<file path="src/rtl/udp_tx_arbiter_if.sv">
// udp_tx_arbiter_if: requester, nibble-stream and eth_udp_send signals of the TX arbiter
interface udp_tx_arbiter_if #(
   parameter int NUM_REQ = 2
);
   logic [NUM_REQ-1:0]   req;
   logic [4*NUM_REQ-1:0] nib_d;
   logic [NUM_REQ-1:0]   nib_valid;
   logic [NUM_REQ-1:0]   nib_ready;
   logic [NUM_REQ-1:0]   grant;
   logic [NUM_REQ-1:0]   done;
   logic                 eth_rdy;
   logic                 mac_busy;
   logic                 wr_full;
   logic                 wr_en;
   logic [3:0]           wr_d;
   logic                 busy;
   logic                 timeout;
   modport master (
      output req, nib_d, nib_valid, eth_rdy, mac_busy, wr_full,
      input  nib_ready, grant, done, wr_en, wr_d, busy, timeout
   );
   modport slave (
      input  req, nib_d, nib_valid, eth_rdy, mac_busy, wr_full,
      output nib_ready, grant, done, wr_en, wr_d, busy, timeout
   );
endinterface

</file>
<file path="src/rtl/udp_tx_arbiter.sv">
// udp_tx_arbiter: round-robin owner of the eth_udp_send write port, one frame per grant.
// Define UDP_ARB_TIMEOUT_EN to add a watchdog on the MAC busy handshake.
module udp_tx_arbiter #(
   parameter int NUM_REQ        = 2,
   parameter int DATA_BYTES     = 256,
   parameter int TIMEOUT_CYCLES = 1000000
) (
   input logic             clk,
   input logic             rstn,
   udp_tx_arbiter_if.slave bus
);
   localparam int IW   = $clog2(NUM_REQ);
   localparam int CB   = $clog2(2 * DATA_BYTES + 1);
   localparam int CW   = (CB > 10) ? CB : 10;
   localparam int LAST = 2 * DATA_BYTES - 1;
   typedef enum logic [1:0] {IDLE, STREAM, WAIT_BUSY, WAIT_IDLE} state_t;
   state_t             state, state_n;
   logic [NUM_REQ-1:0] grant_q, done_q, ready;
   logic [IW-1:0]      ptr, gidx, sel_idx, j;
   logic [CW-1:0]      cnt;
   logic [3:0]         nib, wr_d_q;
   logic               sel_ok, start, xfer, last, tmo, fin;
   logic               wr_en_q, busy_q, timeout_q;
   assign ready         = (state == STREAM && !bus.wr_full) ? grant_q : '0;
   assign xfer          = |(bus.nib_valid & ready);
   assign last          = xfer && cnt == CW'(LAST);
   assign start         = state == IDLE && bus.eth_rdy && sel_ok;
   assign fin           = (state == WAIT_IDLE && !bus.mac_busy) || tmo;
   assign bus.nib_ready = ready;
   assign bus.grant     = grant_q;
   assign bus.done      = done_q;
   assign bus.wr_en     = wr_en_q;
   assign bus.wr_d      = wr_d_q;
   assign bus.busy      = busy_q;
   assign bus.timeout   = timeout_q;
   // first requesting index at or after the pointer; lower k overrides so the nearest wins
   always_comb begin
      sel_ok  = 1'b0;
      sel_idx = '0;
      j       = '0;
      for (int k = NUM_REQ - 1; k >= 0; k--) begin
         j = IW'((int'(ptr) + k) % NUM_REQ);
         if (bus.req[j]) begin
            sel_ok  = 1'b1;
            sel_idx = j;
         end
      end
   end
   // nibble of the current owner
   always_comb begin
      nib = 4'h0;
      for (int k = 0; k < NUM_REQ; k++)
         if (grant_q[k]) nib = bus.nib_d[4*k +: 4];
   end
   // frame sequencing; the watchdog can cut either MAC wait short
   always_comb begin
      state_n = state;
      case (state)
         IDLE:      state_n = start ? STREAM : IDLE;
         STREAM:    state_n = last ? WAIT_BUSY : STREAM;
         WAIT_BUSY: state_n = bus.mac_busy ? WAIT_IDLE : WAIT_BUSY;
         default:   state_n = bus.mac_busy ? WAIT_IDLE : IDLE;
      endcase
      if (tmo) state_n = IDLE;
   end
   // state register
   always_ff @(posedge clk or negedge rstn) begin
      if (!rstn) state <= IDLE;
      else       state <= state_n;
   end
   // grant, pointer, nibble count and registered outputs
   always_ff @(posedge clk or negedge rstn) begin
      if (!rstn) begin
         grant_q   <= '0;
         done_q    <= '0;
         ptr       <= '0;
         gidx      <= '0;
         cnt       <= '0;
         wr_en_q   <= 1'b0;
         wr_d_q    <= 4'h0;
         busy_q    <= 1'b0;
         timeout_q <= 1'b0;
      end else begin
         wr_en_q   <= xfer;
         done_q    <= fin ? grant_q : '0;
         timeout_q <= tmo;
         busy_q    <= state_n != IDLE;
         if (xfer) wr_d_q <= nib;
         if (xfer) cnt <= last ? '0 : cnt + 1'b1;
         if (start) begin
            grant_q <= NUM_REQ'(1) << sel_idx;
            gidx    <= sel_idx;
         end
         if (fin) begin
            grant_q <= '0;
            ptr     <= (gidx == IW'(NUM_REQ - 1)) ? '0 : gidx + 1'b1;
         end
      end
   end
`ifdef UDP_ARB_TIMEOUT_EN
   logic [31:0] tcnt;
   assign tmo = (state == WAIT_BUSY || state == WAIT_IDLE) && tcnt == 32'(TIMEOUT_CYCLES - 1);
   // watchdog count restarts on every state change
   always_ff @(posedge clk or negedge rstn) begin
      if (!rstn) tcnt <= '0;
      else       tcnt <= (state_n != state) ? '0 : tcnt + 1'b1;
   end
`else
   logic unused_timeout;
   assign tmo            = 1'b0;
   assign unused_timeout = ^TIMEOUT_CYCLES;
`endif
endmodule
</file>
<file path="src/flat_wrapper.sv">
// flat-port wrapper written by rule: the top's interface ports become plain ports
module udp_tx_arbiter_flat 
#(
   parameter int NUM_REQ        = 2,
   parameter int DATA_BYTES     = 256,
   parameter int TIMEOUT_CYCLES = 1000000
)
  (clk, rstn, bus_req, bus_nib_d, bus_nib_valid, bus_eth_rdy, bus_mac_busy, bus_wr_full, bus_nib_ready, bus_grant, bus_done, bus_wr_en, bus_wr_d, bus_busy, bus_timeout);
  udp_tx_arbiter_if #(.NUM_REQ(NUM_REQ)) bus_i ();
  input logic clk;
  input logic rstn;
  input wire logic [$bits(bus_i.req)-1:0] bus_req;
  input wire logic [$bits(bus_i.nib_d)-1:0] bus_nib_d;
  input wire logic [$bits(bus_i.nib_valid)-1:0] bus_nib_valid;
  input wire logic [$bits(bus_i.eth_rdy)-1:0] bus_eth_rdy;
  input wire logic [$bits(bus_i.mac_busy)-1:0] bus_mac_busy;
  input wire logic [$bits(bus_i.wr_full)-1:0] bus_wr_full;
  output wire logic [$bits(bus_i.nib_ready)-1:0] bus_nib_ready;
  output wire logic [$bits(bus_i.grant)-1:0] bus_grant;
  output wire logic [$bits(bus_i.done)-1:0] bus_done;
  output wire logic [$bits(bus_i.wr_en)-1:0] bus_wr_en;
  output wire logic [$bits(bus_i.wr_d)-1:0] bus_wr_d;
  output wire logic [$bits(bus_i.busy)-1:0] bus_busy;
  output wire logic [$bits(bus_i.timeout)-1:0] bus_timeout;
  assign bus_i.req = bus_req;
  assign bus_i.nib_d = bus_nib_d;
  assign bus_i.nib_valid = bus_nib_valid;
  assign bus_i.eth_rdy = bus_eth_rdy;
  assign bus_i.mac_busy = bus_mac_busy;
  assign bus_i.wr_full = bus_wr_full;
  assign bus_nib_ready = bus_i.nib_ready;
  assign bus_grant = bus_i.grant;
  assign bus_done = bus_i.done;
  assign bus_wr_en = bus_i.wr_en;
  assign bus_wr_d = bus_i.wr_d;
  assign bus_busy = bus_i.busy;
  assign bus_timeout = bus_i.timeout;
  udp_tx_arbiter #(.NUM_REQ(NUM_REQ), .DATA_BYTES(DATA_BYTES), .TIMEOUT_CYCLES(TIMEOUT_CYCLES)) u_core (.clk(clk), .rstn(rstn), .bus(bus_i));
endmodule
</file>
<file path="config.mk">
export PLATFORM = sky130hd
export DESIGN_NAME = udp_tx_arbiter_flat
export DESIGN_NICKNAME = d
export VERILOG_FILES = /design/src/rtl/udp_tx_arbiter_if.sv /design/src/rtl/udp_tx_arbiter.sv /design/src/flat_wrapper.sv
export SDC_FILE = /design/constraint.sdc
export NUM_CORES = 1
export LEC_CHECK = 0
export ABC_AREA = 1
export CAP_MARGIN = 25
export CORE_MARGIN = 10
export CORE_UTILIZATION = 25
export CTS_BUF_LIST = sky130_fd_sc_hd__clkbuf_2
export DETAILED_ROUTE_END_ITERATION = 10
export PLACE_DENSITY = 0.43
export SLEW_MARGIN = 10
export SYNTH_ARGS = -nofsm -noshare
export SYNTH_HDL_FRONTEND = slang
export SYNTH_SLANG_ARGS = --single-unit
</file>
<file path="constraint.sdc">
create_clock -name clk -period 1.9 [get_ports clk]
set_clock_uncertainty 0.2 [all_clocks]
set_input_delay 0.475 -clock clk [delete_from_list [all_inputs] [get_ports clk]]
set_output_delay 0.475 -clock clk [all_outputs]
set_load 0.005 [all_outputs]
</file>
==> impl_metrics.py, run 1 <==
metrics = {
    "status": {
        "outcome": "complete, no violations",
    },
    "grt": {
        "grt_pass1_wl_um": 5602,
        "antenna_found_initial": 0,
        "grt_max_degree": 25,
        "grtUsageTotal": 0.07999,
        "grt_pass1_vias": 1258,
        "grt-ovfl-total": 0,
    },
    "placed_design": {
        "dp_hpwl_um": 2451,
        "routabilityCongestion": 0.7942,
        "numPortBuffers": 28,
    },
    "routing": {
        "drtAntennaViolNets": 0,
        "wl_um": 3149,
        "wire_per_inst_um": 11.93,
        "drc_errors": 0,
        "dr.pass1.iters": 4,
        "avgViaCountPerCell": 4.265,
        "vias": 1126,
        "drtIter0Drc": 51,
    },
    "sta": {
        "finalSetupViolCount": 0,
        "hold_viol": 0,
        "fin_crit_sh": 0.9936,
        "slew_violations": 0,
        "period_minus_slack_ps": 1888,
        "fin_tns_setup_ps": 0,
        "rsz0062_at_grt": "yes",
        "max_freq_mhz": 529.7,
        "hold_ws_ps": 260.9,
    },
    "worst_setup_path": {
        "cp-start-kind": "input pin",
        "reg2reg_from": "u_core.state[1]",
        "crit_fanout": 2,
        "endpoint": "bus_nib_ready[0]",
        "reg2reg_to": "u_core.bus.wr_d[2]",
        "critPathCaptureType": "primary output",
        "regToRegSetupSlack_ps": 210,
        "cp-startpoint": "bus_wr_full",
        "crit_type": "input pin to primary output",
        "worst-endpoint-required_ps": 1220,
        "worst-r2r-cell-count": 8,
        "critPathArrivalTime_ps": 1210,
    },
    "floorplan": {
        "die_w_um": 91.59,
        "fp-row-count": 25,
        "dieArea_um2": 8389,
        "coreArea_um2": 4848,
        "ios": 30,
        "die_h_um": 91.59,
        "start_util": 0.2643,
    },
    "synthesis": {
        "yosysTopAreaCellShare": 0.4688,
        "yosysMostFrequentCell": "nand2_1",
        "netlist_instances": 149,
        "synth_top_area_cell": "dfrtp_1",
        "synth_seq_cells": 24,
        "async_flop_share": 1.000,
        "ys_seq_area_frac": 0.4688,
        "avgSynthCellArea_um2": 8.599,
        "yosys-top-cells-count": "nand2_1 (34), dfrtp_1 (24), inv_1 (20)",
        "synth_warnings": 0,
        "yosysUniqueCellTypes": 28,
        "synthesis.nets": 167,
        "synth.area.top_cells": "dfrtp_1 (47%), nand2_1 (10%), inv_1 (5.9%)",
        "syn_area_um2": 1281,
        "ys.flop_type": "dfrtp_1",
        "synth_edf_count": 0,
    },
    "clocking": {
        "cts_tree": "built",
        "cts_root_buffer": "clkbuf_2",
        "htree_levels": 1,
        "cts_made_buffers": 3,
        "clock_latency_ps": 340,
        "clk_pin_slew_ps": 230,
        "cts.sinks": 24,
        "cts_max_path_buffers": 2,
    },
    "cells_and_area": {
        "seqCellArea_um2": 601.8,
        "final_layout_size_suffix_gt1_frac": 0.2386,
        "finalNetCount": 216,
        "diodes": 0,
        "area_delta_synth_final_pct": 36.72,
        "multi_input_area_um2": 560.5,
        "n_fill_cell": 526,
    },
    "flow_run": {
        "maxCapViolCount": 0,
    },
    "hold_path": {
        "min_path_type": "input pin to asynchronous set/reset pin",
    },
    "power_and_ir_drop": {
        "power.leakage_nw": 0.8493,
        "report.power.total_w": 0.001954,
        "ir_worst_vdd_v": 0.0004424,
        "p_per_area_nw_per_um2": 1116,
    },
}
## sequential cells by signal, indices dropped and copies added, names as in the netlist
signal	count
u_core.bus.wr_en	1
u_core.bus.wr_d	4
u_core.bus.grant	2
u_core.bus.busy	1
u_core.ptr	1
u_core.gidx	1
u_core.bus.done	2
u_core.state	2
u_core.cnt	10
## worst max-delay path, stage by stage
cell,delay (ps)
clkdlybuf4s50_1,450
inv_1,50
nand2_2,80
nor2_2,30
buf_2,120
## area by class of cell
cell class / count / share of cell area
clock buffer: 3 / 0.008571
multi-input combinational: 99 / 0.3200
sequential: 24 / 0.3436
clock inverter: 1 / 0.002143
inverter: 23 / 0.04929
tap: 67 / 0.04786
timing repair buffer: 47 / 0.2286
## repair_timing
| item | 4_1_cts | 5_1_grt |
|---|---|---|
| hold buffers | 0 | 0 |
| pin swaps | 1 | 1 |
| gates resized for setup | 19 | 3 |
| setup endpoints to repair | 12 | 3 |
| buffers inserted | 3 | 1 |
## stage by stage
stage / setup slack [ps] / cell area [um^2] / cells / util
CTS: -35.82 / 1738 / 263 / 0.3585
finish: 12.23 / 1752 / 264 / 0.3613
detailed placement: -380.1 / 1717 / 256 / 0.3541
global placement: -371.3 / 1717 / 256 / 0.3541
global route: -120.0 / 1752 / 264 / 0.3613
floorplan: 399.3 / 1281 / 149 / -
## cell families after synthesis
family,Yosys count,share of synthesized area
other,1,0.002927
XOR/XNOR,3,0.02051
adder cells (fa/ha/maj),1,0.009764
buffers and inverters,26,0.09961
flip-flops,24,0.4688
AO/OA/AOI/OAI,16,0.09962
AND/OR/NAND/NOR,78,0.2988
## layer usage
metal,vias up,track usage,wire (um)
li1,573,-,-
met1,528,0.09319,1404
met2,23,0.1274,1486
met3,2,0.03539,240
met4,0,0.02742,18
met5,-,0,0
## report_power, final
part           internal, W  switching, W  total (W)
Combinational     0.000464      0.000467   0.000931
Clock            0.0000457      0.000154   0.000200
Sequential        0.000686      0.000137   0.000823
Total              0.00120      0.000758    0.00195
## worst min-delay path by stage
stage / start / endpoint / slack [ps] / cells after the start
global route: rstn / u_core.cnt[0] / 230 / 2
global placement: u_core.gidx / u_core.ptr / 260 / 1
detailed placement: u_core.gidx / u_core.ptr / 260 / 1
finish: rstn / u_core.cnt[1] / 260 / 2
CTS: rstn / u_core.cnt[0] / 230 / 2
floorplan: rstn / u_core.bus.busy / -20 / 0
## cells in the final DEF (no fill, tap or decap)
cell             instances
nor2_4                   1
o211ai_1                 1
o21ai_1                  1
a31oi_4                  1
o21ai_2                  1
inv_2                    3
nor3_1                   4
buf_4                   19
and3_2                   1
buf_2                    2
dfrtp_1                 23
nand4_1                  4
a21oi_1                  2
clkbuf_2                 3
clkdlybuf4s50_1         16
nand2_2                  1
xnor2_1                  2
nor2_2                   7
a31oi_2                  3
dfrtp_2                  1
conb_1                   1
clkinv_1                 1
nand3_1                 14
inv_1                   20
nor2_1                   9
a211oi_1                 1
nand2_4                  1
nand2_1                 33
xor2_1                   1
dlygate4sd2_1           10
nand4_2                  3
o21ai_0                  6
ha_1                     1
(Power assumes the default switching activity.)
==> inputs of run 2 (changes only) <==
Settings changed: CORE_UTILIZATION 25 to 45, PLACE_DENSITY 0.43 to 0.7, TNS_END_PERCENT set to 50.
==> run 2 against run 1 <==
  * The run now ends with setup timing left
  * Largest power group unchanged
  * Clock power is 68% higher
  * Hold slack worse by 19 ps
  * Sequential power up 0.6%
  * Fmax decreased by 1.5%
  * First-iteration DRC count grew 59%
==> impl_metrics.py, run 2 (same netlist as run 1, synthesis figures left out) <==
metrics = {
    "routing": {
        "vias": 1136,
        "avgViaCountPerCell": 5.049,
        "drc_errors": 0,
        "drtIter0Drc": 81,
        "wl_um": 2864,
        "dr.pass1.iters": 4,
        "drtAntennaViolNets": 0,
        "wire_per_inst_um": 12.73,
    },
    "sta": {
        "period_minus_slack_ps": 1917,
        "slew_violations": 0,
        "rsz0062_at_grt": "yes",
        "max_freq_mhz": 521.7,
        "fin_crit_sh": 1.009,
        "finalWorstSetupSlack_ps": -16.97,
        "finalSetupViolCount": 2,
        "hold_viol": 0,
    },
    "floorplan": {
        "die_w_um": 73.36,
        "start_util": 0.4686,
        "ios": 30,
        "coreArea_um2": 2734,
        "dieArea_um2": 5382,
        "fp-row-count": 19,
        "die_h_um": 73.36,
    },
    "placed_design": {
        "routabilityCongestion": 0.7891,
        "numPortBuffers": 28,
        "dp_hpwl_um": 2325,
        "placed_area_um2": 1654,
        "dpl.cell_count": 216,
        "dp_slack_ps": -418.8,
    },
    "power_and_ir_drop": {
        "power.leakage_nw": 0.8645,
        "p_per_area_nw_per_um2": 1201,
        "report.power.total_w": 0.002068,
        "ir_worst_vdd_v": 0.0009323,
    },
    "worst_setup_path": {
        "worst-endpoint-required_ps": 1220,
        "critPathArrivalTime_ps": 1240,
        "crit_type": "input pin to primary output",
        "cp-start-kind": "input pin",
        "regToRegSetupSlack_ps": 200,
        "critPathCaptureType": "primary output",
        "crit_fanout": 2,
        "slowest_stage": "clkdlybuf4s50_1",
        "reg2reg_from": "u_core.state[1]",
        "worst-r2r-cell-count": 8,
        "reg2reg_to": "u_core.bus.wr_d[1]",
        "max_stage_delay_ps": 410,
        "cp_cell_sequence": "clkdlybuf4s50_1 -> inv_1 -> nand2_2 -> nor2_1 -> buf_2",
    },
    "clocking": {
        "clock_latency_ps": 340,
        "htree_levels": 1,
        "cts.sinks": 24,
        "cts_max_path_buffers": 2,
        "cts_root_buffer": "clkbuf_2",
        "cts_tree": "built",
        "cts_made_buffers": 3,
        "clk_pin_slew_ps": 240,
        "holdBufCountCts": 0,
    },
    "cells_and_area": {
        "largest_reg_flops": 10,
        "final_core_util": 0.6297,
        "final_cell_mix": "nand2_1 (33), dfrtp_1 (23), inv_1 (20)",
        "diodes": 0,
        "design_area_um2": 1722,
        "regMostFlops": "u_core.cnt",
        "n_fill_cell": 221,
        "final_cells": 225,
        "final_layout_size_suffix_gt1_frac": 0.2216,
        "finalNetCount": 213,
        "mostFrequentLayoutCell": "nand2_1",
        "area_delta_synth_final_pct": 34.37,
    },
    "grt": {
        "grtUsageTotal": 0.1182,
        "grt-ovfl-total": 0,
        "grt_pass1_vias": 1144,
        "grt_max_degree": 25,
        "grt_pass1_wl_um": 5050,
        "antenna_found_initial": 0,
    },
    "status": {
        "failed_checks": "setup timing",
        "outcome": "finished, violations left",
    },
    "flow_run": {
        "maxCapViolCount": 0,
    },
    "hold_path": {
        "min_path_type": "input pin to asynchronous set/reset pin",
    },
}
==> run 2: how the worst max path moves through the flow <==
stage,start,endpoint
3_3_place_gp,bus_wr_full,bus_nib_ready[0]
6_report,bus_wr_full,bus_nib_ready[1]
2_1_floorplan,u_core.cnt[0],u_core.bus.busy
3_5_place_dp,bus_wr_full,bus_nib_ready[1]
4_1_cts,u_core.state[0],bus_nib_ready[1]
5_1_grt,u_core.state[1],bus_nib_ready[0]
==> run 2: repair_timing <==
| action | 4_1_cts | 5_1_grt |
|---|---|---|
| buffers inserted | 4 | 1 |
| pin swaps | 1 | 1 |
| setup endpoints to repair | 11 | 5 |
| resized for setup | 18 | 2 |
==> run 2: power breakdown <==
part	leakage, nW	switching (W)	internal, W
clock network	0.0266	0.000154	0.000181
logic	0.541	0.000454	0.000450
registers	0.297	0.000143	0.000686
total	0.865	0.000750	0.00132
==> run 2: stage by stage <==
step,hold WS (ps),TNS (ps)
floorplan,-20.59,0
global placement,264.5,-1694
detailed placement,287.1,-2275
CTS,238.0,-15.13
global route,229.7,-214.5
finish,242.2,-17.60
==> run 2: area by class of cell <==
type,instances,area (um^2),area share
clock buffers,3,15.01,0.008721
clock inverters,1,30.03,0.01744
inverters,23,86.33,0.05015
multi-input cells,99,555.5,0.3227
flip-flops and latches,24,601.8,0.3496
well taps,31,38.79,0.02253
repair buffers,44,394.1,0.2289
==> run 2: routing by layer <==
layer	global-route usage	up-vias	share of wire
met4	0.03727	0	0.0056
met5	0	-	0
met3	0.03634	2	0.054
li1	-	567	-
met1	0.1232	537	0.38
met2	0.2187	30	0.56
==> run 2: worst max-delay path: cells and delay by family <==
family	cells	cell delay [ps]
buffers and inverters	3	620
AND/OR/NAND/NOR	2	150
==> inputs of run 3 (changes only) <==
Settings changed: ABC_AREA 1 to not set, CORE_MARGIN 10 to not set, PLACE_DENSITY 0.7 to 0.72.
==> run 3 against run 2 <==
  * The run still ends with setup timing left
  * Sequential share of layout area rose by 2.1 points
  * Die area fell by 50%
  * Cell count decreased by 19%
  * Register-to-register slack got worse by 340 ps
  * Hold slack improved by 11 ps
  * Combinational power down 75%
  * Worst setup slack worse by 150 ps
  * Global-route usage rose by 9.5 points
  * Synthesized cell count shrank 27%
  * Critical path type is now flip-flop to primary output
==> impl_metrics.py, run 3 <==
metrics = {
    "synthesis": {
        "avgSynthCellArea_um2": 10.27,
        "ys.flop_type": "dfrtp_1",
        "yosysMostFrequentCell": "dfrtp_1",
        "yosys-top-cells-count": "dfrtp_1 (24), nor2_1 (15), nand2_1 (11)",
        "synth_top_area_cell": "dfrtp_1",
        "syn_area_um2": 1120,
        "synth_warnings": 0,
        "synth_edf_count": 0,
        "yosysUniqueCellTypes": 34,
        "synth_seq_cells": 24,
        "synthesis.nets": 127,
        "async_flop_share": 1.000,
        "ys_seq_area_frac": 0.5363,
        "synth.area.top_cells": "dfrtp_1 (54%), nor2_1 (5.0%), xnor2_1 (3.9%)",
        "netlist_instances": 109,
        "yosysTopAreaCellShare": 0.5363,
    },
    "floorplan": {
        "die_w_um": 51.89,
        "start_util": 0.4920,
        "die_h_um": 51.89,
        "coreArea_um2": 2276,
        "dieArea_um2": 2692,
        "fp-row-count": 17,
        "ios": 30,
    },
    "routing": {
        "drtIter0Drc": 10,
        "dr.pass1.iters": 4,
        "drtAntennaViolNets": 0,
        "wire_per_inst_um": 13.20,
        "wl_um": 2403,
        "avgViaCountPerCell": 5.181,
        "drc_errors": 0,
        "vias": 943,
    },
    "power_and_ir_drop": {
        "power.leakage_nw": 0.7823,
        "ir_worst_vdd_v": 0.0005815,
        "combPwrFrac": 0.217,
        "p_int_w": 0.0007335,
        "p_clk_frac": 0.184,
        "p_per_area_nw_per_um2": 639.1,
        "swShare": 0.2916,
        "p_sw_w": 0.0003020,
        "p_seq_frac": 0.599,
    },
    "clocking": {
        "cts_max_path_buffers": 2,
        "clock_latency_ps": 330,
        "htree_levels": 1,
        "holdBufCountCts": 0,
        "cts_root_buffer": "clkbuf_2",
        "clk_pin_slew_ps": 210,
        "cts_made_buffers": 3,
        "cts.sinks": 24,
        "cts_tree": "built",
    },
    "cells_and_area": {
        "diodes": 0,
        "regMostFlops": "u_core.cnt",
        "design_area_um2": 1620,
        "final_layout_size_suffix_gt1_frac": 0.2792,
        "mostFrequentLayoutCell": "dfrtp_1",
        "area_delta_synth_final_pct": 44.69,
        "n_fill_cell": 174,
        "finalNetCount": 173,
        "largest_reg_flops": 10,
        "final_cell_mix": "dfrtp_1 (24), buf_4 (17), clkdlybuf4s50_1 (15)",
    },
    "flow_run": {
        "maxCapViolCount": 0,
    },
    "grt": {
        "antenna_found_initial": 0,
        "grtUsageTotal": 0.2133,
        "grt-ovfl-total": 0,
        "grt_pass1_vias": 934,
        "grt_max_degree": 25,
        "grt_pass1_wl_um": 4057,
    },
    "placed_design": {
        "numPortBuffers": 28,
        "dp_hpwl_um": 1778,
        "placed_area_um2": 1524,
        "routabilityCongestion": 0.8131,
    },
    "hold_path": {
        "min_path_type": "input pin to asynchronous set/reset pin",
    },
    "sta": {
        "rsz0062_at_grt": "yes",
        "finalSetupViolCount": 13,
        "finalWorstSetupSlack_ps": -169.8,
        "slew_violations": 0,
        "period_minus_slack_ps": 2070,
        "hold_ws_ps": 253.0,
        "max_freq_mhz": 483.1,
        "hold_viol": 0,
        "fin_crit_sh": 1.089,
    },
    "worst_setup_path": {
        "cp-start-kind": "flip-flop",
        "critPathArrivalTime_ps": 1390,
        "crit_type": "flip-flop to primary output",
        "regToRegSetupSlack_ps": -140,
        "worst-r2r-cell-count": 5,
        "critPathCaptureType": "primary output",
        "crit_fanout": 3,
        "worst-endpoint-required_ps": 1220,
    },
    "status": {
        "failed_checks": "setup timing",
        "outcome": "finished, violations left",
    },
}
## run 3: changes by cell type in the layout (fill, tap and decap cells not counted), moves of 3 or more
cell | previous run | this run
a21oi_1 | 2 | 6
a221oi_2 | 0 | 3
a31oi_2 | 3 | 0
inv_1 | 20 | 6
nand2_1 | 33 | 11
nand3_1 | 14 | 2
nand4_2 | 3 | 0
nor2_2 | 5 | 1
nor4_2 | 0 | 3
o21ai_0 | 6 | 0
xnor2_1 | 2 | 5
## run 3: path summary, 6_finish.rpt
kind | start | end
worst max-delay path | u_core.state[1] | bus_nib_ready[0]
worst min-delay path | rstn | u_core.bus.wr_d[2]
worst max register to register | u_core.state[1] | u_core.cnt[9]
max in group asynchronous | rstn | u_core.state[1]
min in group clk | u_core.gidx | u_core.ptr
worst min register to register | u_core.gidx | u_core.ptr
## run 3: cell type report
type	instances	area [um^2]	area share
Inverter	7	26.28	0.01622
Timing Repair Buffer	46	406.6	0.2510
Multi-Input combinational cell	73	533.0	0.3290
Tap cell	28	35.03	0.02162
Clock inverter	1	3.754	0.002317
Sequential cell	24	600.6	0.3707
Clock buffer	3	15.01	0.009266
## run 3: metal layers
metal | track usage | wire length [um]
met2 | 0.3675 | 1312
met1 | 0.2590 | 953
met3 | 0.03509 | 101
met5 | 0 | 0
met4 | 0.09459 | 35
## run 3: repair_timing
| action | CTS | global route |
|---|---|---|
| resized for setup | 31 | 8 |
| setup buffers | 0 | 1 |
| setup endpoints to repair | 26 | 18 |
| pin swaps | 6 | 1 |
## run 3: kinds of logic (layout without fill, tap and decap cells)
logic type	Yosys count	count (layout)	share of synthesized area
buffers and inverters	12	57	0.05809
DFF	24	24	0.5363
AOI/OAI and AO/OA	18	18	0.1229
other	1	1	0.003349
xor gates and xnor gates	7	7	0.05475
and+or+nand+nor	46	46	0.2134
adders and majority gates	1	1	0.01117
## run 3: power groups by stage
stage / Sequential (W) / Clock, W / Combinational, W
finish: 0.000621 / 0.000191 / 0.000224
global route: 0.000627 / 0.000221 / 0.000252
CTS: 0.000619 / 0.000200 / 0.000223
floorplan: 0.000625 / 0 / 0.000100
global placement: 0.000625 / 0 / 0.000210
detailed placement: 0.000628 / 0 / 0.000220
## run 3: worst max-delay path, cell delays in order (launching register included)
cell     delay, ps
dfrtp_1        440
or3b_4         410
nor2_4         110
buf_2          110
## run 3: metrics by stage
stage                     std cells  TNS, ps   power, W  setup slack (ps)    util
after floorplan                 109   -459.8  0.0007254            -123.2       -
after global placement          177   -10150  0.0008354            -683.1  0.6696
after detailed placement        177   -10580  0.0008477            -682.0  0.6696
after CTS                       181   -807.5   0.001042            -178.9  0.6987
after global routing            182    -1937   0.001100            -265.4  0.7119
final                           182   -959.8   0.001035            -169.8  0.7119
==> RTL change: new RTL, config.mk and constraints of run 2 <==
`NUM_REQ` is set to 2 in 3 places; all go to 4.
--- a/src/rtl/udp_tx_arbiter_if.sv
+++ b/src/rtl/udp_tx_arbiter_if.sv
@@ -2,3 +2,3 @@
 interface udp_tx_arbiter_if #(
-   parameter int NUM_REQ = 2
+   parameter int NUM_REQ = 4
 );
--- a/src/rtl/udp_tx_arbiter.sv
+++ b/src/rtl/udp_tx_arbiter.sv
@@ -3,3 +3,3 @@
 module udp_tx_arbiter #(
-   parameter int NUM_REQ        = 2,
+   parameter int NUM_REQ        = 4,
    parameter int DATA_BYTES     = 256,
--- a/src/flat_wrapper.sv
+++ b/src/flat_wrapper.sv
@@ -3,3 +3,3 @@
 #(
-   parameter int NUM_REQ        = 2,
+   parameter int NUM_REQ        = 4,
    parameter int DATA_BYTES     = 256,
Interface: changed (6 resized); port bits go from 30 to 48. No check against the original RTL was run, so the function may have changed too.
==> RTL change against run 2 <==
  * The run still ends with setup timing left
  * Global-route usage grew 1.8 points
  * Clock power is 31% higher
  * Count of clock-buffer cells in the layout grew 2
  * Fmax is 4.5% lower
  * Wire length increased by 80%
  * Cell count up 67%
  * Critical path depth unchanged
  * Area after synthesis rose by 40%
  * Design area up 53%
  * Via count increased by 66%
  * Total power up 59%
  * Worst setup slack got worse by 0.091 ns
  * Sequential cell count grew 6
  * Largest cell class is now multi-input combinational cells
==> RTL change: results (changes against run 2) <==
| Metric | Value |
|---|---|
| I/O Buffers | `46 (+64%)` |
| Met2 Use GR | `18.6% (-3.3 points)` |
| Yosys cell types | `32 (+14%)` |
| Setup slack after layout | `-0.108 ns (-0.0906 ns)` |
| P_seq | `0.00100 W (+21%)` |
| Total CTS buffers | `5 (+2)` |
| Share of cells above drive strength 1 | `23.2% (+1.1 points)` |
| Failing checks | `setup timing` |
| Delay-heaviest family, CP | `flip-flops` |
| Via count | `1887 (+66%)` |
| Synth Area in Compound Gates | `9.90% (-0.065 points)` |
| WL met3 | `351 µm (+130%)` |
| Global Route Usage Sum | `13.6% (+1.8 points)` |
| Sequential-to-total area share from yosys stat | `41.8% (-5.1 points)` |
| Fin nets | `358 (+68%)` |
| Post-detail-place hpwl | `3.77 mm (+62%)` |
| Final setup viols | `4 (+2)` |
| Filler cells | `330 (+49%)` |
| GP Congestion | `0.922 (+17%)` |
| Power Internal | `0.00190 W (+44%)` |
| Syn Nets | `275 (+65%)` |
| Main area contributors after synthesis | `dfrtp_1 (42%), nand2_1 (16%), inv_1 (6.5%)` |
| Post-CTS sizing | `33 (+15)` |
| Reg-to-reg startpoint | `u_core.state[0]` |
| Initial drt markers | `48 (-41%)` |
| Slowest CP cell | `dfrtp_1` |
| Post-Route M1 WL | `2.52 mm (+130%)` |
| Place WS | `-0.697 ns (-0.278 ns)` |
| Lkg Pwr | `1.38 nW (+60%)` |
| Worst-path clk slew | `0.17 ns (-0.07 ns)` |
| Vias in the first global route | `1686 (+47%)` |
| Largest net degree at the start of global routing | `31 (+24%)` |
| Setup slack, reg-to-reg | `0.04 ns (-0.16 ns)` |
| Critical R2R Capture | `u_core.cnt[5]` |
| Met1 usage in global routing | `19.4% (+7.1 points)` |
| Worst r2r path cells | `11 (+3)` |
| Synth Area in Adders | `1.39% (+0.42 points)` |
| Clk Latency, worst-skew pair | `0.37 ns (+0.03 ns)` |
| First-pass GRT wire length | `8.00 mm (+58%)` |
| Worst-path fanout max | `4 (+2)` |
| Top cells by count, synth | `nand2_1 (75), inv_1 (31), dfrtp_1 (30), nor2_1 (29), nand3_1 (17)` |
| Data arrival, critical path | `1.33 ns (+0.09 ns)` |
| Met2 WL | `2.18 mm (+36%)` |
| Hold_ws | `0.275 ns (+0.0323 ns)` |
| Postcts setup bufs | `5 (+1)` |
| Worst VDD drop | `0.762 mV (-18%)` |
| M3 GR Usage | `3.52% (-0.12 points)` |
| Status | `complete, but fails checks` |
==> RTL change: cell count changes in the layout (fill, tap and decap cells not counted), moves of 5 or more <==
cell / before / now
dfrtp_1: 23 / 29
dlygate4sd2_1: 9 / 14
inv_1: 20 / 29
nand2_2: 1 / 6
clkdlybuf4s50_1: 16 / 27
buf_4: 15 / 30
nand2_1: 33 / 72
nor2_1: 11 / 25
==> RTL change: area by class of cell <==
type | count | area share, %
Clock buffer | 5 | 0.948
Multi-Input combinational cell | 176 | 35.2
Inverter | 34 | 5.12
Sequential cell | 30 | 28.5
Clock inverter | 2 | 1.28
Timing Repair Buffer | 80 | 26.7
Tap cell | 48 | 2.28
==> RTL change: per-stage QoR <==
stage               TNS (ns)  instances  cell area [µm²]  power (W)  util, %
detailed placement    -10.25        356             2440    0.00268     64.6
global placement       -9.01        356             2440    0.00263     64.6
finish                -0.399        375             2640    0.00329     70.0
CTS                   -0.571        368             2500    0.00309     66.2
global route           -1.05        375             2640    0.00357     70.0
floorplan                  0        244             1800    0.00202        -
